--- src/rtl/fetch_decode.sv ---
// rtl/fetch_decode.sv - instruction fetch and field decode stage with one-entry skid buffer
module fetch_decode #(
    parameter int         PC_W    = 8,
    parameter logic [3:0] HALT_OP = 4'hF
) (
    input  logic            clk,
    input  logic            rst_n,
    output logic [PC_W-1:0] imem_addr,
    output logic            imem_rd_en,
    input  logic [7:0]      imem_rdata,
    input  logic            stall,
    input  logic            redirect,
    input  logic [PC_W-1:0] redirect_pc,
    output logic            dec_valid,
    output logic [PC_W-1:0] dec_pc,
    output logic [3:0]      dec_opcode,
    output logic [1:0]      dec_rs,
    output logic [1:0]      dec_rt,
    output logic [1:0]      dec_imm,
    output logic            halted
);

    localparam logic [PC_W-1:0] PC_ONE = PC_W'(1);

    logic [PC_W-1:0] pc;
    logic            inflight;
    logic [PC_W-1:0] inflight_pc;
    logic            d_valid;
    logic [7:0]      d_instr;
    logic [PC_W-1:0] d_pc;
    logic            skid_valid;
    logic [7:0]      skid_instr;
    logic [PC_W-1:0] skid_pc;
    logic            halted_q;

    logic consume;
    logic d_free;
    logic resp;
    logic resp_halt;

    // Issue only when the skid is empty, so at most one response can ever be
    // waiting behind a stalled D register; reset forces the strobe low at once.
    assign imem_rd_en = rst_n && !halted_q && !stall && !skid_valid && !redirect;
    assign imem_addr  = pc;

    assign consume   = d_valid && !stall;
    assign d_free    = !d_valid || consume;
    assign resp      = inflight && !halted_q && !redirect;
    assign resp_halt = resp && (imem_rdata[7:4] == HALT_OP);

    assign dec_valid  = d_valid;
    assign dec_pc     = d_pc;
    assign dec_opcode = d_instr[7:4];
    assign dec_rs     = d_instr[3:2];
    assign dec_rt     = d_instr[1:0];
    assign dec_imm    = d_instr[1:0];
    assign halted     = halted_q;

    // Program counter, in-flight tracking, D/skid pipeline and halt flag.
    always_ff @(posedge clk or negedge rst_n) begin
        if (!rst_n) begin
            pc          <= '0;
            inflight    <= 1'b0;
            inflight_pc <= '0;
            d_valid     <= 1'b0;
            d_instr     <= '0;
            d_pc        <= '0;
            skid_valid  <= 1'b0;
            skid_instr  <= '0;
            skid_pc     <= '0;
            halted_q    <= 1'b0;
        end else if (redirect) begin
            // Redirect flushes everything and drops the response arriving now.
            pc         <= redirect_pc;
            inflight   <= 1'b0;
            d_valid    <= 1'b0;
            skid_valid <= 1'b0;
            halted_q   <= 1'b0;
        end else begin
            inflight    <= imem_rd_en;
            inflight_pc <= pc;
            if (imem_rd_en) begin
                pc <= pc + PC_ONE;
            end

            if (d_free) begin
                if (skid_valid) begin
                    // Older skid entry goes first; a new response backfills skid.
                    d_valid    <= 1'b1;
                    d_instr    <= skid_instr;
                    d_pc       <= skid_pc;
                    skid_valid <= resp;
                    if (resp) begin
                        skid_instr <= imem_rdata;
                        skid_pc    <= inflight_pc;
                    end
                end else if (resp) begin
                    d_valid <= 1'b1;
                    d_instr <= imem_rdata;
                    d_pc    <= inflight_pc;
                end else begin
                    d_valid <= 1'b0;
                end
            end else if (resp) begin
                // D is held by stall; park the response.
                skid_valid <= 1'b1;
                skid_instr <= imem_rdata;
                skid_pc    <= inflight_pc;
            end

            if (resp_halt) begin
                halted_q <= 1'b1;
            end
        end
    end

endmodule

--- config.mk ---
export PLATFORM = sky130hd
export DESIGN_NAME = fetch_decode
export DESIGN_NICKNAME = d
export VERILOG_FILES = /design/src/rtl/fetch_decode.sv
export SDC_FILE = /design/constraint.sdc
export NUM_CORES = 1
export LEC_CHECK = 0
export ABC_AREA = 0
export BUFFER_PORTS_ARGS = -buffer_cell sky130_fd_sc_hd__buf_2
export CORE_UTILIZATION = 45
export CTS_CLUSTER_DIAMETER = 50
export DETAILED_ROUTE_END_ITERATION = 16
export PLACE_DENSITY_LB_ADDON = 0.2
export SLEW_MARGIN = 20
export SYNTH_ARGS = -nofsm -noshare
export SYNTH_HDL_FRONTEND = slang
export SYNTH_SLANG_ARGS = --single-unit
--- constraint.sdc ---
create_clock -name clk -period 2.35 [get_ports clk]
set_clock_uncertainty 0.2 [all_clocks]
set_input_delay 0.3525 -clock clk [delete_from_list [all_inputs] [get_ports clk]]
set_output_delay 0.3525 -clock clk [all_outputs]
set_load 0.02 [all_outputs]
### Word level (Yosys, flattened, before mapping)

Index checks and enable logic that the tools add are counted.

* add/subtract/negate cells: 1
* multipliers: 0
* div/mod/pow operators: 0
* magnitude comparators: 0
* equal/unequal tests: 2
* shifts and indexed selects: 0
* mux-type cells: 23
* bitwise logic cells: 1
* reductions and logical operators: 21

Operators with widths (number)
* 8-bit two-way mux: 12
* 1-bit two-way mux: 11
* 8-bit by 1-bit adder with 8-bit output, second input constant: 1
* 1-bit logical AND: 8
* 2-bit nonzero test: 4
* 1-bit logical NOT: 5
* 4-bit == test, second input constant: 1
* 3-bit AND reduction: 1
* 3-bit nonzero test: 1
* 2-bit inequality test, second input constant: 1
* 2-bit AND reduction: 1
* 1-bit logical OR: 1
* 1-bit NOT: 1

* flip-flop bits (word level): 52
* bits in latches: 0
* RAM bits: 0
* bits in read-only memories: 0
* input port bits: 20
* word-level logic and storage cells: 58
* memories kept: 0

### Longest topological paths before layout

* word-level depth: 7
* mapped depth: 5
* gate-level depth less buffers: 4

### Worst setup path after synthesis

OpenSTA, ideal clock, no wires.

* kind: reg-to-reg
* start: register halted_q, in the netlist halted
* end: register d_instr[0]
* arrival time: 1732 ps
* required time: 2025 ps
* path slack: 293 ps
* stages on the path, launching flop included: 5
* period minus slack after synthesis: 2057 ps
* cells stage by stage: dfrtp_1 -> nand2b_1 -> a221oi_2 -> buf_4 -> mux2_2

* cells in the longest elaborated chain, start to end: 5

RTL lines
* from (decl): line 34 `logic halted_q;`
* from (signal assigned): line 71 `halted_q <= 1'b0;`
* from (signal assigned): line 78 `halted_q <= 1'b0;`
* from (signal assigned): line 112 `halted_q <= 1'b1;`
* 1-bit logical NOT: line 48 `assign resp = inflight && !halted_q && !redirect;`
* 1-bit logical AND (2 in a row): line 48
* 2-bit nonzero test (no line)
* 3-bit AND reduction (no line)
* to (signal assigned): line 90 `d_instr <= skid_instr;`
* to (signal assigned): line 99 `d_instr <= imem_rdata;`
* to (decl): line 29 `logic [7:0] d_instr;`

Every way passes these cells.
A chain may end at the register's enable or synchronous reset.

### Worst setup path after layout

* start: register halted_q, in the netlist halted
* end: output port imem_rd_en

* cells in the longest elaborated chain, start to end: 5

RTL lines
* 1-bit logical NOT: line 43 `assign imem_rd_en = rst_n && !halted_q && !stall && !skid_valid && !redirect;`
* 1-bit logical AND (4 in a row): line 43
* to (decl): line 9 `output logic imem_rd_en,`

Every way passes these cells.

==> run metrics <==
gr busiest metal met1; area leader, netlist dfrtp_1; Final Routed Wirelength 4410 um; leakage about 1.3 nW; Final Max Tran Viols 0; count of cell types in the netlist 36; Final Hold Fails 0; maximum buffer depth of the clock tree 2; Final HPWL DP ~3000 um; clock latency on the worst-skew pair approximately 0.30 ns; final period utilization 0.926; GRT overflow 0; hold slack roughly 0.0043 ns; non-filler cells, final between 200 and 300; post-synth top area share 0.554; Avg Cell Area, Syn 13.1 um^2; XOR/XNOR Fraction of Synth Area 0.00373; Num CTS Buffers 5; Rows 25; relative slew slack 0.566; GPL Wtd Cong about 0.77; largest net degree at the start of global routing 53; # DRC 0; CTS tree done; CP Launch Type flop; simple-gate portion of the synthesized area 0.0932; r2r endpoint dec_pc[2]; largest family of logic cells by synthesized area multiplexers; sw frac 0.297; Max Clk Rate 459 MHz; hold_buf cts 0; initial antenna violation count 0; fillcell total 455; RR Startpoint skid_valid; Mapped Cells about 180; CP Max Fanout 13; vias in the first global route around 1400; met3 usage 0.0474; most frequent cells in the layout dfrtp_1 (52), mux2_2 (51), buf_2 (48); root buf cell clkbuf_8; IO Count just under 50; register bit total from synthesis 52; DR iter-0 viols 83; Power Density ~770 mW/mm^2; crit path capture type output port; total track usage 0.181; Initial DRT Pass Iterations 4; adder-cell share of the synthesized area 0.00532; grt met2 use 0.257; sequential area share after synthesis 0.554; setup slack after layout 0.173 ns; wire length per cell 14.8 um; Die X between 70 and 80 um; met1 GRT Util 0.266; Worst R2R Setup Slack 0.36 ns; Worst VDD drop between 0.3 and 0.4 mV; core area about 0.005 mm^2; share of flip-flops with an asynchronous set or reset 1.00; Top FF cell, synth dfrtp_1; critical setup path kind reg2out; count of final setup violators 0; synthesized area 0.00235 mm^2; Via Count around 1600; area growth from synthesis to layout 17.1%; setup TNS 0 ns; worst slew pin tran 0.651 ns; Critical Path AT around 1.6 ns; first-pass GRT wire length about 7200 um; routed vias/inst roughly 5.2; sequential share of power 0.527; fraction of synthesized area in multiplexers 0.249; Initial Util 0.482; Layout Nets approximately 250; R2R depth 5; Place WS roughly 0.3 ns; post-synthesis compound-gate area fraction 0.0634; share of post-route cells with drive strength above 1 0.500; commonest non-fill, non-tap cell in the layout dfrtp_1; Max-cap violations 0; diode count 0; unrepaired setup endpoints after global routing false; Worst-path clk slew roughly 0.090 ns; synth top area cells dfrtp_1 (55%), mux2_2 (24%), nand2_1 (1.9%); H-Tree Level Count 2; Post-synth EDFFs 0; Worst EP required 1.80 ns; area of the die 0.00551 mm^2; IO buf count 48; syn nets 200; # placed instances approximately 290; Die Span Y between 70 and 80 um; buffer count from post-CTS setup fixing 0; Layout Utilization 0.564; Clk network pwr share 0.242; Clock Sink Count between 50 and 60; status finished clean; Cell Int Power 0.00149 W; Comb pwr share 0.231; HP Class in2async; post-detailed-route count of antenna-violating nets 0; Tmin final about 2.2 ns; P_sw around 0.00063 W; Ys Warns 0; PostCTS Resize Cnt 0
-- stage by stage --
step / area (um^2) / total power (W)
after floorplan: 2350 / 0.00146
after global placement: 2660 / 0.00162
after detailed placement: 2660 / 0.00164
after CTS: 2750 / 0.00216
after global routing: 2750 / 0.00225
final: 2750 / 0.00213
-- flip-flops by register name, indices dropped and copies added (netlist names) --
signal / cells
halted: 1
skid_pc: 8
dec_valid: 1
inflight: 1
imem_addr: 8
dec_pc: 8
skid_valid: 1
skid_instr: 8
inflight_pc: 8
d_instr: 8
-- power groups by stage --
stage                     Sequential, W  Clock (W)  Combinational (W)
after global placement          0.00113          0           0.000490
after CTS                       0.00112   0.000537           0.000499
after detailed placement        0.00114          0           0.000498
final                           0.00112   0.000514           0.000492
after floorplan                 0.00125          0           0.000215
after global routing            0.00114   0.000570           0.000539
-- layer usage --
metal	routed length (um)	vias to the layer above
met5	0	-
met4	57	0
met3	167	5
met2	2000	37
met1	2180	772
li1	-	754
-- layout make-up --
| cell class | instances | area [um^2] | area share |
|---|---|---|---|
| Timing Repair Buffer | 55 | 293 | 0.106 |
| Sequential cell | 52 | 1300 | 0.473 |
| Clock buffer | 8 | 90.1 | 0.0327 |
| Inverter | 3 | 11.3 | 0.00409 |
| Multi-Input combinational cell | 114 | 973 | 0.354 |
| Tap cell | 67 | 83.8 | 0.0305 |
-- worst max-delay path, cell delays in order, from the launching register on --
cell,delay [ns]
dfrtp_1,0.43
or4b_4,0.58
nor2_1,0.14
buf_2,0.18
-- kinds of logic after synthesis --
family / after synthesis
xor+xnor: 1
mux: 52
simple gates: 40
compound gates: 20
flops: 52
buf+inv: 13
fa+ha+maj: 1
-- worst max path at each step --
stage,end,cells past startpoint,startpoint
floorplan,d_instr[0],4,halted
global placement,imem_addr[5],4,stall
detailed placement,imem_addr[5],4,stall
CTS,imem_rd_en,3,halted
global route,imem_rd_en,3,halted
finish,imem_rd_en,3,halted
-- Yosys cell counts, drive strengths merged, types with 2 or more instances --
cell type,number
dfrtp,52
mux2,51
nand2,12
buf,7
nor2,7
o21ai,5
a31oi,4
nand3,4
a21o,3
clkbuf,3
inv,3
nor2b,3
or4,3
a221oi,2
o211ai,2
or4b,2
No activity file was read; power rests on OpenSTA's default activity.
